**src/rtl/fetch_pc_unit.sv**
```systemverilog
// PC / IR stage of the multicycle CPU: holds PC, IR, MDR and ALUOut, drives the
// unified-memory address and strobes, and decodes the instruction fields.
module fetch_pc_unit #(
  parameter int unsigned DATA_W   = 32,
  parameter logic [DATA_W-1:0] RESET_PC = 32'h0000_0000,
  parameter int unsigned CNT_W    = 32
) (
  input  logic              clk,
  input  logic              reset,
  input  logic              pcWrite,
  input  logic              pcCond,
  input  logic [1:0]        pcSrc,
  input  logic              irWrite,
  input  logic              memSrc,
  input  logic              memRead,
  input  logic              memWrite,
  input  logic [DATA_W-1:0] aluResult,
  input  logic              zero,
  input  logic [DATA_W-1:0] memRdata,
  output logic [DATA_W-1:0] memAddr,
  output logic              memRe,
  output logic              memWe,
  output logic [DATA_W-1:0] pc,
  output logic [DATA_W-1:0] ir,
  output logic [5:0]        opcode,
  output logic [4:0]        rs,
  output logic [4:0]        rt,
  output logic [4:0]        rd,
  output logic [5:0]        funct,
  output logic [15:0]       imm,
  output logic [DATA_W-1:0] mdr,
  output logic [DATA_W-1:0] aluOut,
  output logic [CNT_W-1:0]  instrCount,
  output logic              misaligned
);

  typedef enum logic [1:0] {
    SRC_ALU    = 2'b00,
    SRC_ALUOUT = 2'b01,
    SRC_JUMP   = 2'b10,
    SRC_RSVD   = 2'b11
  } pc_src_e;

  logic              pc_en;
  logic              pc_load;
  logic [DATA_W-1:0] pc_next;
  logic              mis_set;

  assign memAddr = memSrc ? aluOut : pc;
  assign memRe   = memRead;
  assign memWe   = memWrite;

  assign opcode = ir[31:26];
  assign rs     = ir[25:21];
  assign rt     = ir[20:16];
  assign rd     = ir[15:11];
  assign funct  = ir[5:0];
  assign imm    = ir[15:0];

  assign pc_en = pcWrite | (pcCond & zero);

  // The reserved select leaves the PC untouched and must not raise the flag.
  always_comb begin
    pc_next = pc;
    pc_load = 1'b0;
    if (pc_en) begin
      case (pc_src_e'(pcSrc))
        SRC_ALU: begin
          pc_next = aluResult;
          pc_load = 1'b1;
        end
        SRC_ALUOUT: begin
          pc_next = aluOut;
          pc_load = 1'b1;
        end
        SRC_JUMP: begin
          pc_next = {pc[DATA_W-1:28], ir[25:0], 2'b00};
          pc_load = 1'b1;
        end
        default: begin
          pc_next = pc;
          pc_load = 1'b0;
        end
      endcase
    end
  end

  always_comb begin
    mis_set = 1'b0;
    if ((memRead | memWrite) && (memAddr[1:0] != 2'b00))
      mis_set = 1'b1;
    if (pc_load && (pc_next[1:0] != 2'b00))
      mis_set = 1'b1;
  end

  always_ff @(posedge clk or negedge reset) begin
    if (!reset) begin
      pc         <= RESET_PC;
      ir         <= '0;
      mdr        <= '0;
      aluOut     <= '0;
      instrCount <= '0;
      misaligned <= 1'b0;
    end else begin
      aluOut <= aluResult;
      mdr    <= memRdata;
      if (pc_load)
        pc <= pc_next;
      if (irWrite) begin
        ir         <= memRdata;
        instrCount <= instrCount + 1'b1;
      end
      if (mis_set)
        misaligned <= 1'b1;
    end
  end

endmodule

```
**config.mk**
```make
export PLATFORM = sky130hd
export DESIGN_NAME = fetch_pc_unit
export DESIGN_NICKNAME = d
export VERILOG_FILES = /design/src/rtl/fetch_pc_unit.sv
export SDC_FILE = /design/constraint.sdc
export NUM_CORES = 1
export LEC_CHECK = 0
export ABC_AREA = 1
export CAP_MARGIN = 0
export CORE_MARGIN = 2
export CORE_UTILIZATION = 35
export DETAILED_ROUTE_END_ITERATION = 8
export PLACE_DENSITY = 0.73
export SLEW_MARGIN = 10
export SYNTH_ARGS = -nofsm -noshare
export SYNTH_HDL_FRONTEND = slang
export SYNTH_SLANG_ARGS = --single-unit
```
**constraint.sdc**
```tcl
create_clock -name clk -period 3.48 [get_ports clk]
set_input_delay 0.522 -clock clk [delete_from_list [all_inputs] [get_ports clk]]
set_output_delay 0.522 -clock clk [all_outputs]
set_load 0.005 [all_outputs]
```
==> impl_metrics.ini <==
[sta]
whs_ps = 125
finalSetupViolations = 0
worstMarginPinSlew_ps = 945
finalCritPeriodShare_pct = 73.8
hold_violations = 0
drv_slew = 0
setup_tns_ps = 0
maxSlewHeadroom_pct = 36.8
finClkSkew_ps = 13.8
period_needed_ps = 2570
fmax_mhz = 389
grt_setup_unrepaired = false

[detailed_routing]
via_per_inst = 4.59
drt-total-wl_mm = 20.5
drc_errors = 0
drt-initial-drc-count = 268
drt_first_pass_iters = 4
dr_total_vias = 5932
drt-wirelength-per-cell_um = 15.8
final_antenna_net_count = 0

[power_and_ir_drop]
ir_worst_vdd_v = 0.000322
internal_power_uw = 3580
switching_power_uw = 1360
pwr-share-clk_pct = 35.5
power_frac_seq_pct = 44.3
pwr-share-comb_pct = 20.2
leakage_uw = 0.00454
p_per_area_mw_per_mm2 = 469
finalPower_uw = 4940
p_sw_share_pct = 27.5

[worst_setup_path]
crit_type = primary input to output pin
cp-start-kind = primary input
arrival_ps = 2050
critPathCaptureType = output pin
worstPathRequired_ps = 2960
critPathMaxFanout = 34

[hold_path]
worst_hold_path_type = primary input to async pin

[synth]
syn_nets = 826
syn_area_per_cell_um2 = 9.21
synth_area_mm2 = 0.00691
synth-seq-area-share_pct = 58.3
ys_ff_latch = 161
syn-instance-count = 750
synth_cell_types = 30
ys_warn_count = 0

[floorplan]
start_util_pct = 35.6
die-area_mm2 = 0.0209
rows = 51
dieHeight_um = 144
placeableCoreArea_mm2 = 0.0194
die_width_um = 144
io_pins = 313

[cells_and_area]
antennaDiodeCount = 0
fillCellCount = 1790
area_growth_pct = 52.4
final_layout_size_suffix_gt1_share_pct = 5.93
fin_nets = 1091

[clocking]
htreeDepth = 4
cts_resized = 0
clkLatencyLatePin_ps = 420
cts_num_sinks = 161
postCtsHoldBufs = 0
cts_setup_buffers = 0
numCtsBuffers = 17
clk_path_buf_depth = 2
clk_pin_slew_ps = 70
cts_root_buf = clkbuf_16
cts_tree = built

[outcome]
status = finished clean

[place]
hpwl_mm = 15.4
portBuffers = 312
gp_congestion = 0.828

[global_route]
antenna_found_initial = 0
overflow = 0
grt_pass1_wl_mm = 31.0
grtUsageTotal_pct = 19.6
grt_max_degree = 76
grt_pass1_vias = 5699

[flow_run]
maxCapViolCount = 0
==> layer usage <==
layer,share of wire (%),global-route usage (%),vias to the layer above
li1,-,-,2885
met1,42,23.8,2822
met2,50,34.4,209
met3,7.0,5.73,16
met4,0.99,4.34,0
met5,0,0,-
==> cells in the mapped netlist <==
| cell | count | share of area (%) |
|---|---|---|
| nand3_1 | 12 | 0.87 |
| xnor2_1 | 10 | 1.3 |
| nand3b_1 | 4 | 0.43 |
| buf_1 | 1 | 0.054 |
| nand4_1 | 9 | 0.82 |
| nand2_2 | 2 | 0.18 |
| ha_1 | 1 | 0.18 |
| a21oi_1 | 27 | 2.0 |
| clkbuf_1 | 17 | 0.92 |
| a21o_1 | 1 | 0.11 |
| buf_4 | 46 | 5.0 |
| o21ai_1 | 12 | 0.87 |
| nand3_4 | 1 | 0.25 |
| o21ai_0 | 104 | 7.5 |
| nand2_1 | 197 | 11 |
| a22o_1 | 5 | 0.63 |
| nand3_2 | 2 | 0.29 |
| nor3_1 | 6 | 0.43 |
| xor2_1 | 12 | 1.5 |
| nor3_4 | 1 | 0.24 |
| nor2_1 | 19 | 1.0 |
| inv_1 | 78 | 4.2 |
| o22ai_1 | 1 | 0.091 |
| inv_2 | 2 | 0.11 |
| clkbuf_2 | 1 | 0.072 |
| buf_2 | 7 | 0.51 |
| o21ai_2 | 1 | 0.13 |
| nor2_4 | 4 | 0.65 |
| dfrtp_1 | 161 | 58 |
| nor2_2 | 6 | 0.54 |
==> cell families after synthesis <==
logic type               count (synthesis)  synth area share (%)
AND/OR/NAND/NOR                        263                  16.5
flip-flops                             161                  58.3
buffers and inverters                  152                  10.9
AO/OA/AOI/OAI                          151                  11.3
XOR/XNOR                                22                  2.79
adder cells (fa/ha/maj)                  1                 0.181
==> path summary, 6_finish.rpt <==
check | from | to | slack (ps) | depth (start not counted)
min in group clk | misaligned | misaligned | 480 | 2
min reg2reg | misaligned | misaligned | 480 | 2
max | memSrc | memAddr[6] | 910 | 5
max in group asynchronous | reset | instrCount[23] | 2420 | 2
max reg2reg | instrCount[0] | instrCount[24] | 1960 | 8
min | reset | mdr[21] | 120 | 1
==> through the flow <==
stage                     cells  area [µm²]  setup WS, ps  util, %
final                      1293       10500           910     54.3
after CTS                  1293       10500           916     54.3
after floorplan             750        6910          1760        -
after global placement     1261        9970           968     51.4
after detailed placement   1261        9970           917     51.4
after global routing       1293       10500           772     54.3
==> final cells by class <==
class                      instances  area (µm²)  share of cell area [%]
clock buffer                      18         439                    4.17
clock inverter                    14         119                    1.13
inverter                          80         300                    2.85
multi-input combinational        437        2130                    20.3
sequential                       161        4030                    38.3
tap                              265         332                    3.15
timing repair buffer             318        3170                    30.1
==> cell usage in the layout (no fill, tap or decap), drive strengths merged <==
master / count
nand4: 9
a21oi: 27
nand3b: 4
clkinv: 4
nor3: 7
o21ai: 117
nand2: 199
nand3: 15
inv: 87
a22o: 5
buf: 9
ha: 1
dfrtp: 161
xor2: 12
clkinvlp: 3
nor2: 29
xnor2: 10
o22ai: 1
clkbuf: 18
clkdlybuf4s50: 309
a21o: 1
==> registers in the layout, indices dropped and copies added, names as in the netlist <==
| name | cells |
|---|---|
| aluOut | 32 |
| instrCount | 32 |
| ir | 32 |
| mdr | 32 |
| misaligned | 1 |
| pc | 32 |
==> worst max-delay path: stages <==
cell,delay [ps]
buf_2,400
buf_4,410
nand2_1,110
o21ai_0,80
clkdlybuf4s50_1,510
==> power by group through the flow <==
stage / sequential, µW / clock, µW / combinational (µW)
3_3_place_gp: 2220 / 0 / 993
3_5_place_dp: 2220 / 0 / 1010
6_report: 2190 / 1750 / 996
5_1_grt: 2220 / 1870 / 1100
2_1_floorplan: 2210 / 0 / 341
4_1_cts: 2190 / 1800 / 1010
No activity file was read; power rests on OpenSTA's default activity.
